## config.mk

```make
export PLATFORM = sky130hd
export DESIGN_NAME = rr_encoder_arbiter_flat
export DESIGN_NICKNAME = d
export VERILOG_FILES = /design/src/rtl/rr_encoder_arbiter_if.sv /design/src/rtl/rr_encoder_arbiter.sv /design/src/flat_wrapper.sv
export SDC_FILE = /design/constraint.sdc
export NUM_CORES = 1
export LEC_CHECK = 0
export ABC_AREA = 1
export CAP_MARGIN = 20
export CORE_MARGIN = 1.5
export CORE_UTILIZATION = 52
export CTS_BUF_LIST = sky130_fd_sc_hd__clkbuf_4 sky130_fd_sc_hd__clkbuf_8
export DETAILED_ROUTE_END_ITERATION = 6
export GPL_ROUTABILITY_DRIVEN = 0
export PLACE_DENSITY_LB_ADDON = 0.1
export SYNTH_ARGS = -nofsm -noshare
export SYNTH_HDL_FRONTEND = slang
export SYNTH_SLANG_ARGS = --single-unit
```

## constraint.sdc

```tcl
create_clock -name clk -period 1.5 [get_ports clk]
set_clock_uncertainty 0.05 [all_clocks]
set_input_delay 0.45 -clock clk [delete_from_list [all_inputs] [get_ports clk]]
set_output_delay 0.45 -clock clk [all_outputs]
set_load 0.03 [all_outputs]
```

## src/rtl/rr_encoder_arbiter_if.sv

```systemverilog
// Request/grant bundle between requesters and the round-robin encoder arbiter.
// The master side drives requests; the slave side returns the registered grant.
interface rr_encoder_arbiter_if;
   logic [3:0] req;
   logic [3:0] gnt;
   logic [1:0] A;
   logic       valid;
   logic       timeout;

   modport master (output req, input gnt, A, valid, timeout);
   modport slave  (input req, output gnt, A, valid, timeout);
endinterface

```

## src/rtl/rr_encoder_arbiter.sv

```systemverilog
// Four-requester round-robin arbiter with a registered one-hot grant and its binary index.
// Optional hold-time limit compiled in with ARB_TIMEOUT_EN (HOLD_MAX cycles per grant).
module rr_encoder_arbiter #(
   parameter int unsigned HOLD_MAX = 15
) (
   input  logic                 clk,
   input  logic                 rst_n,
   rr_encoder_arbiter_if.slave  bus
);

   typedef enum logic [1:0] {S_IDLE, S_GRANT, S_RELEASE} state_t;

   state_t     r_state;
   state_t     w_state_nxt;
   logic [1:0] r_ptr;
   logic [1:0] r_owner;
   logic [3:0] r_gnt;
   logic [1:0] r_a;
   logic       r_valid;
   logic       r_timeout;

   logic [1:0] w_pick;
   logic       w_force;
   logic [1:0] w_ptr_nxt;
   logic [1:0] w_owner_nxt;
   logic [3:0] w_gnt_nxt;
   logic [1:0] w_a_nxt;
   logic       w_valid_nxt;
   logic       w_timeout_nxt;

   if (HOLD_MAX < 1 || HOLD_MAX > 255) begin : g_bad_hold_max
      $error("HOLD_MAX must be in 1..255");
   end

   // Rotating priority: scan downward so the requester closest to r_ptr wins.
   always_comb begin
      w_pick = r_ptr;
      for (int k = 3; k >= 0; k--) begin
         if (bus.req[r_ptr + 2'(k)]) w_pick = r_ptr + 2'(k);
      end
   end

`ifdef ARB_TIMEOUT_EN
   localparam logic [7:0] HOLD_LAST = 8'(HOLD_MAX - 1);
   logic [7:0] r_hold;

   // Counter saturates at the limit so a late competitor is served immediately.
   always_ff @(posedge clk) begin
      if (!rst_n)                    r_hold <= '0;
      else if (r_state != S_GRANT)   r_hold <= '0;
      else if (r_hold != HOLD_LAST)  r_hold <= r_hold + 8'd1;
   end

   assign w_force = (r_hold == HOLD_LAST) && |(bus.req & ~r_gnt);
`else
   assign w_force = 1'b0;
`endif

   // NOTE: every flop below is written with <= so all state updates see the same pre-edge values.
   always_ff @(posedge clk) begin
      if (!rst_n) begin
         r_state   <= S_IDLE;
         r_ptr     <= 2'd0;
         r_owner   <= 2'd0;
         r_gnt     <= 4'd0;
         r_a       <= 2'd0;
         r_valid   <= 1'b0;
         r_timeout <= 1'b0;
      end else begin
         r_state   <= w_state_nxt;
         r_ptr     <= w_ptr_nxt;
         r_owner   <= w_owner_nxt;
         r_gnt     <= w_gnt_nxt;
         r_a       <= w_a_nxt;
         r_valid   <= w_valid_nxt;
         r_timeout <= w_timeout_nxt;
      end
   end

   // NOTE: defaults at the top of each always_comb keep every path assigned, so no latches appear.
   always_comb begin
      w_state_nxt = r_state;
      unique case (r_state)
         S_IDLE:    if (|bus.req) w_state_nxt = S_GRANT;
         S_GRANT:   if (!bus.req[r_owner] || w_force) w_state_nxt = S_RELEASE;
         S_RELEASE: w_state_nxt = S_IDLE;
         default:   w_state_nxt = S_IDLE;
      endcase
   end

   always_comb begin
      w_ptr_nxt     = r_ptr;
      w_owner_nxt   = r_owner;
      w_gnt_nxt     = r_gnt;
      w_a_nxt       = r_a;
      w_valid_nxt   = r_valid;
      w_timeout_nxt = 1'b0;
      unique case (r_state)
         S_IDLE: begin
            if (|bus.req) begin
               w_gnt_nxt   = 4'b0001 << w_pick;
               w_a_nxt     = w_pick;
               w_valid_nxt = 1'b1;
               w_owner_nxt = w_pick;
            end else begin
               w_gnt_nxt   = 4'd0;
               w_valid_nxt = 1'b0;
            end
         end
         S_GRANT: begin
            if (w_state_nxt == S_RELEASE) begin
               w_gnt_nxt     = 4'd0;
               w_valid_nxt   = 1'b0;
               w_ptr_nxt     = r_owner + 2'd1;
               // A voluntary drop takes precedence; only a still-requesting owner is forced out.
               w_timeout_nxt = bus.req[r_owner];
            end
         end
         S_RELEASE: begin
            w_gnt_nxt   = 4'd0;
            w_valid_nxt = 1'b0;
         end
         default: begin
            w_gnt_nxt   = 4'd0;
            w_valid_nxt = 1'b0;
         end
      endcase
   end

   assign bus.gnt     = r_gnt;
   assign bus.A       = r_a;
   assign bus.valid   = r_valid;
   assign bus.timeout = r_timeout;

endmodule

```

## src/flat_wrapper.sv

```systemverilog
// flat-port wrapper written by rule: the top's interface ports become plain ports
module rr_encoder_arbiter_flat 
#(
   parameter int unsigned HOLD_MAX = 15
)
  (clk, rst_n, bus_req, bus_gnt, bus_A, bus_valid, bus_timeout);
  rr_encoder_arbiter_if bus_i ();
  input  logic clk;
  input  logic rst_n;
  input wire logic [$bits(bus_i.req)-1:0] bus_req;
  output wire logic [$bits(bus_i.gnt)-1:0] bus_gnt;
  output wire logic [$bits(bus_i.A)-1:0] bus_A;
  output wire logic [$bits(bus_i.valid)-1:0] bus_valid;
  output wire logic [$bits(bus_i.timeout)-1:0] bus_timeout;
  assign bus_i.req = bus_req;
  assign bus_gnt = bus_i.gnt;
  assign bus_A = bus_i.A;
  assign bus_valid = bus_i.valid;
  assign bus_timeout = bus_i.timeout;
  rr_encoder_arbiter #(.HOLD_MAX(HOLD_MAX)) u_core (.clk(clk), .rst_n(rst_n), .bus(bus_i));
endmodule
```

# Yosys cells after proc, flatten, opt, wreduce, memory -nomap -nowiden
# Index checks and enable logic that the tools add are counted.
# Widths: inputs -> output; s select.
totals:
  elab_cells: 47
  out_inout_bits: 8
  regBits: 12
classes:
  mux: 23
  eq_ne: 3
  reduce_logical: 5
  shift: 1
  add_sub_neg: 4
  magnitude_cmp: 5
op_table:
  columns: ["op", "count"]
  rows:
  - ["$lt 2x3->1 const B", 5]
  - ["$mux 2", 6]
  - ["$bmux 1 s2", 5]
  - ["$mux 4", 2]
  - ["$pmux 4 s2", 1]
  - ["$mux 1", 7]
  - ["$add 2x1->2 const B", 2]
  - ["$add 2x2->2 const B", 2]
  - ["$pmux 2 s2", 1]
  - ["$reduce_and 2->1", 2]
  - ["$reduce_or 4->1", 1]
  - ["$shl 1x2->4 const A", 1]
  - ["$reduce_and 3->1", 1]
  - ["$eq 2x1->1 const B", 1]
  - ["$eq 2x2->1 const B", 1]
  - ["$logic_not 2->1", 1]
  - ["$ne 2x1->1 const B", 1]
  - ["$pmux 1 s2", 1]

# Longest topological paths before layout
depth:
  ltp_word: 10
  mapped_depth: 13
  ltp_nobuf: 12

# Worst setup path before layout
# Ideal clock, no wire load.
synth_path:
  path_kind: "register -> register"
  startpoint: "register u_core.r_owner[0]"
  endpoint: "register u_core.r_gnt[0] (netlist: u_core.bus.gnt[0])"
  slack_ns: 0.028
  setup_time_ns: 0.070
  path_stages_with_launch: 9
  synth_period_minus_slack_ns: 1.472
  arrival_time_ns: 1.353
  n_path_buf: 0
  required_ns: 1.380
  path_cell_list: "dfxtp_1 > inv_1 > a21oi_1 > o21ai_0 > nand3_1 > nand2_1 > inv_1 > nand2_1 > a21oi_1"
synth_between:
  elab_chain_cells: 6
synth_lines:
  columns: ["item", "line", "source"]
  rows:
  - ["start, declared", "rr_encoder_arbiter.sv:16", "logic [1:0] r_owner;"]
  - ["start signal, assigned", "rr_encoder_arbiter.sv:72", "r_owner <= w_owner_nxt;"]
  - ["$bmux 1 s2", "rr_encoder_arbiter.sv:85", "S_GRANT: if (!bus.req[r_owner] || w_force) w_state_nxt = S_RELEASE;"]
  - ["$mux 1 (implied by the code)", "rr_encoder_arbiter.sv:85", null]
  - ["$mux 2", "rr_encoder_arbiter.sv:85", null]
  - ["$pmux 2 s2", "rr_encoder_arbiter.sv:83", "unique case (r_state)"]
  - ["$eq 2x2->1", "rr_encoder_arbiter.sv:111", "if (w_state_nxt == S_RELEASE) begin"]
  - ["$ne 2x1->1 (no source line)", null, null]
  - ["end signal, assigned", "rr_encoder_arbiter.sv:73", "r_gnt <= w_gnt_nxt;"]
  - ["end, declared", "rr_encoder_arbiter.sv:17", "logic [3:0] r_gnt;"]
# Every way passes these cells. The select of a mux whose other input is x is not followed.
# A chain may end at the register's enable or synchronous reset.

# Worst setup path in the final report
layout_path:
  startpoint: "register u_core.r_ptr[0]"
  endpoint: "register u_core.r_gnt[1] (netlist: u_core.bus.gnt[1])"
layout_between:
  elab_chain_cells: 10
layout_lines:
  columns: ["item", "line", "source"]
  rows:
  - ["start, declared", "rr_encoder_arbiter.sv:15", "logic [1:0] r_ptr;"]
  - ["start signal, assigned", "rr_encoder_arbiter.sv:71", "r_ptr <= w_ptr_nxt;"]
  - ["$add 2x2->2", "rr_encoder_arbiter.sv:39", "if (bus.req[r_ptr + 2'(k)]) w_pick = r_ptr + 2'(k);"]
  - ["$bmux 1 s2", "rr_encoder_arbiter.sv:39", null]
  - ["$mux 1 (implied by the code)", "rr_encoder_arbiter.sv:39", null]
  - ["$mux 2 (3 in series)", "rr_encoder_arbiter.sv:39", null]
  - ["$mux 2 *", "rr_encoder_arbiter.sv:39", null]
  - ["$shl 1x2->4 *", "rr_encoder_arbiter.sv:101", "w_gnt_nxt = 4'b0001 << w_pick;"]
  - ["$mux 4 *", "rr_encoder_arbiter.sv:100", "if (|bus.req) begin"]
  - ["$pmux 4 s2 *", "rr_encoder_arbiter.sv:98", "unique case (r_state)"]
# Every way passes the cells marked *; elsewhere a longest branch is shown, timed or not. The select of a mux whose other input is x is not followed.

==> impl_metrics.csv <==
group,metric,value,unit
floorplanning,die_h,39.8,µm
floorplanning,die_area,0.00159,mm²
setup_path,cp_max_fo,8,
synthesis,ys_seq_area_frac,0.340,
synthesis,synth_xor_area_frac,0.0124,
finish,diodes,0,
routing,drtPass1Iterations,4,
power,power_frac_comb,0.587,
synthesis,synth_top_family_by_area,"simple AND/OR/NAND/NOR gates",
routing,avgRoutedWirePerCell,12.6,µm
timing,drv_slew,0,
setup_path,crit_required,1.66,ns
routing,drc_errors,0,
finish,nFillCells,99,
synthesis,yosysTopAreaCell,"dfxtp_1",
floorplanning,start_util,0.549,
finish,areaGrowthSynthToFinish,45.6,%
timing,max_freq,660,MHz
power,pwr-share-seq,0.287,
timing,min_period_over_period,1.01,
timing,setup_violations,2,
power,total_power,1.55,mW
floorplanning,io_pins,14,
grt,grt_first_pass_wirelength,2240,µm
synthesis,synthDistinctLibCells,20,
clock_tree,cts_buffers,3,
grt,grt_usage,0.215,
clock_tree,tritoncts,"yes",
setup_path,r2r_setup_slack,-0.02,ns
min_path,min-delay-start,"u_core.bus.gnt[0]",
finish,drive_gt1_frac,0.455,
finish,nNetsFinal,142,
setup_path,cp.arrival,1.68,ns
synthesis,syn_nets,116,
synthesis,synth_compound_area_frac,0.142,
routing,drt-total-wl,1880,µm
synthesis,yosys.area_share.simple,0.367,
placement,place_area,883,µm²
power,p_clk_frac,0.127,
power,powerDensity,1500,mW/mm²
setup_path,path_class,"flop to flop",
synthesis,synthAdderAreaFrac,0,
placement,io_buffers,13,
clock_tree,htree_levels,1,
synthesis,synth_seq_cells,12,
setup_path,worst_setup_path_end_kind,"flop",
routing,num_vias,791,
grt,overflow,0,
timing,worst_slack,-0.0162,ns
timing,final-hold-violation-count,0,
synthesis,synth.area.top_cells,"dfxtp_1, nand2_1, inv_1",
outcome,failed_checks,"setup timing",
setup_path,worstSetupStartpointType,"flop",
synthesis,avgSynthCellArea,6.42,µm²
synthesis,synth_cells,110,
setup_path,r2r_end,"u_core.bus.gnt[1]",
setup_path,r2r_cells,11,
grt,antenna_found_initial,0,
floorplanning,rows,13,
power,peakVddDrop,0.947,mV
timing,rsz0062_at_grt,"yes",
synthesis,ys_warn_count,0,
floorplanning,die_x,39.8,µm
clock_tree,clock_sinks,12,
power,switching_share,0.465,
min_path,hold_class,"flop to flop",
routing,detail-route-antenna-nets,0,
clock_tree,clkTransAtPathRegs,0.07,ns
min_path,hold_path_depth,2,
routing,detail_route.vias_per_cell,5.31,
grt,grt_pass1_vias,555,
placement,place_hpwl,1190,µm
clock_tree,clkLatencyLatePin,0.27,ns
setup_path,r2r_start,"u_core.r_ptr[0]",
synthesis,syn_area,706,µm²
power,p_leak,0.521,nW
power,internal_power,0.828,mW
grt,grt_max_degree,9,
finish,final_area,0.00103,mm²
floorplanning,core,0.00128,mm²
clock_tree,cts_buffer_depth,2,
synthesis,synthMuxAreaShare,0,
clock_tree,root_buffer,"clkbuf_4",
routing,drtIter0Drc,19,
outcome,status,"complete, but fails checks",
power,p_switching,0.718,mW
timing,setup_tns,-0.0246,ns
min_path,min_to,"u_core.bus.gnt[0]",
run,maxCapViolCount,0,
timing,period_minus_slack,1.52,ns
synthesis,yosysTopAreaCellShare,0.340,
-- cells by family (layout without fill, tap and decap cells) --
kind of cell	count (synthesis)	after routing
buffers and inverters	21	45
DFF	12	12
xor gates and xnor gates	1	1
other	1	1
and+or+nand+nor	56	56
AOI/OAI and AO/OA	19	19
-- layer usage --
metal,part of all wire,routed length [µm],vias to the layer above,GRT usage
li1,-,-,393,-
met1,0.40,746,360,0.277
met2,0.52,980,33,0.340
met3,0.059,110,5,0.0170
met4,0.020,38,0,0.129
met5,0,0,-,0
-- power by group through the flow --
stage	sequential, mW	combinational [mW]	clock [mW]
finish	0.443	0.907	0.196
global route	0.451	0.983	0.214
CTS	0.436	0.734	0.205
detailed placement	0.443	0.727	0
global placement	0.440	0.718	0
floorplan	0.524	0.431	0
-- cell usage in the layout (no fill, tap or decap), drive strengths merged --
master and instances:
xor2 1, clkdlybuf4s15 1, nand3 9, clkdlybuf4s50 1, buf 16, o21ai 6
conb 1, nand2 39, dfxtp 12, nor2 5, clkbuf 6, clkinv 1
nor4 1, inv 19, a21oi 11, a21boi 1, dlygate4sd2 1, nand4 2
o21a 1
-- cells in the mapped netlist --
master,n
inv_8,1
buf_6,1
xor2_1,1
nand4_1,2
nor2_1,4
nor4_1,1
nand2_2,9
nand3_1,8
o21ai_0,5
nor2_2,1
conb_1,1
a21boi_1,1
a21oi_1,11
nand2_1,30
inv_1,18
inv_2,1
nand3_2,1
o21a_1,1
dfxtp_1,12
o21ai_1,1
-- sequential cells by signal (all words and copies together) (netlist names) --
signal and flops:
u_core.bus.gnt 4, u_core.r_owner 2, u_core.r_ptr 2, u_core.r_state 2, u_core.bus.timeout 1, u_core.bus.valid 1
-- layout make-up --
class / count / area, µm² / area share
clock buffers: 3 / 22.5 / 0.0219
repair buffers: 22 / 176 / 0.172
inverters: 20 / 87.6 / 0.0853
multi-input cells: 77 / 479 / 0.467
well taps: 15 / 18.8 / 0.0183
flip-flops and latches: 12 / 243 / 0.236
-- critical path: stages, from the launching register on --
cell and delay, ns:
dfxtp_2 0.34, buf_12 0.13, clkinv_8 0.08, nand2_4 0.07
nand2_4 0.06, nand2_2 0.08, nand2_2 0.06, nor2_2 0.07
nand2_1 0.07, a21boi_2 0.19, nand3_2 0.12, a21oi_2 0.13
-- timing repair --
action	CTS	global route
hold buffers	0	0
hold endpoints to repair	0	0
pin swaps	1	12
setup buffers	0	3
resized for setup	8	38
endpoints found under the setup margin	9	7
-- worst max-delay path by stage --
| stage | from | to | slack (ns) |
|---|---|---|---|
| final | u_core.r_ptr[0] | u_core.bus.gnt[1] | -0.02 |
| after global routing | u_core.r_ptr[0] | u_core.bus.gnt[0] | -0.10 |
| after CTS | u_core.bus.timeout | bus_timeout | 0.02 |
| after detailed placement | bus_req[3] | u_core.r_owner[1] | -0.47 |
| after global placement | bus_req[3] | u_core.r_owner[1] | -0.46 |
| after floorplan | u_core.r_owner[0] | u_core.bus.gnt[0] | 0.03 |
-- through the flow --
stage	utilization	hold slack, ns	cells	setup WS, ns
after floorplan	-	0.467	110	0.0275
after global placement	0.687	0.400	143	-0.462
after detailed placement	0.687	0.400	143	-0.468
after CTS	0.708	0.412	146	0.0157
after global routing	0.799	0.436	149	-0.103
final	0.799	0.414	149	-0.0162
No activity file was read; power rests on OpenSTA's default activity.
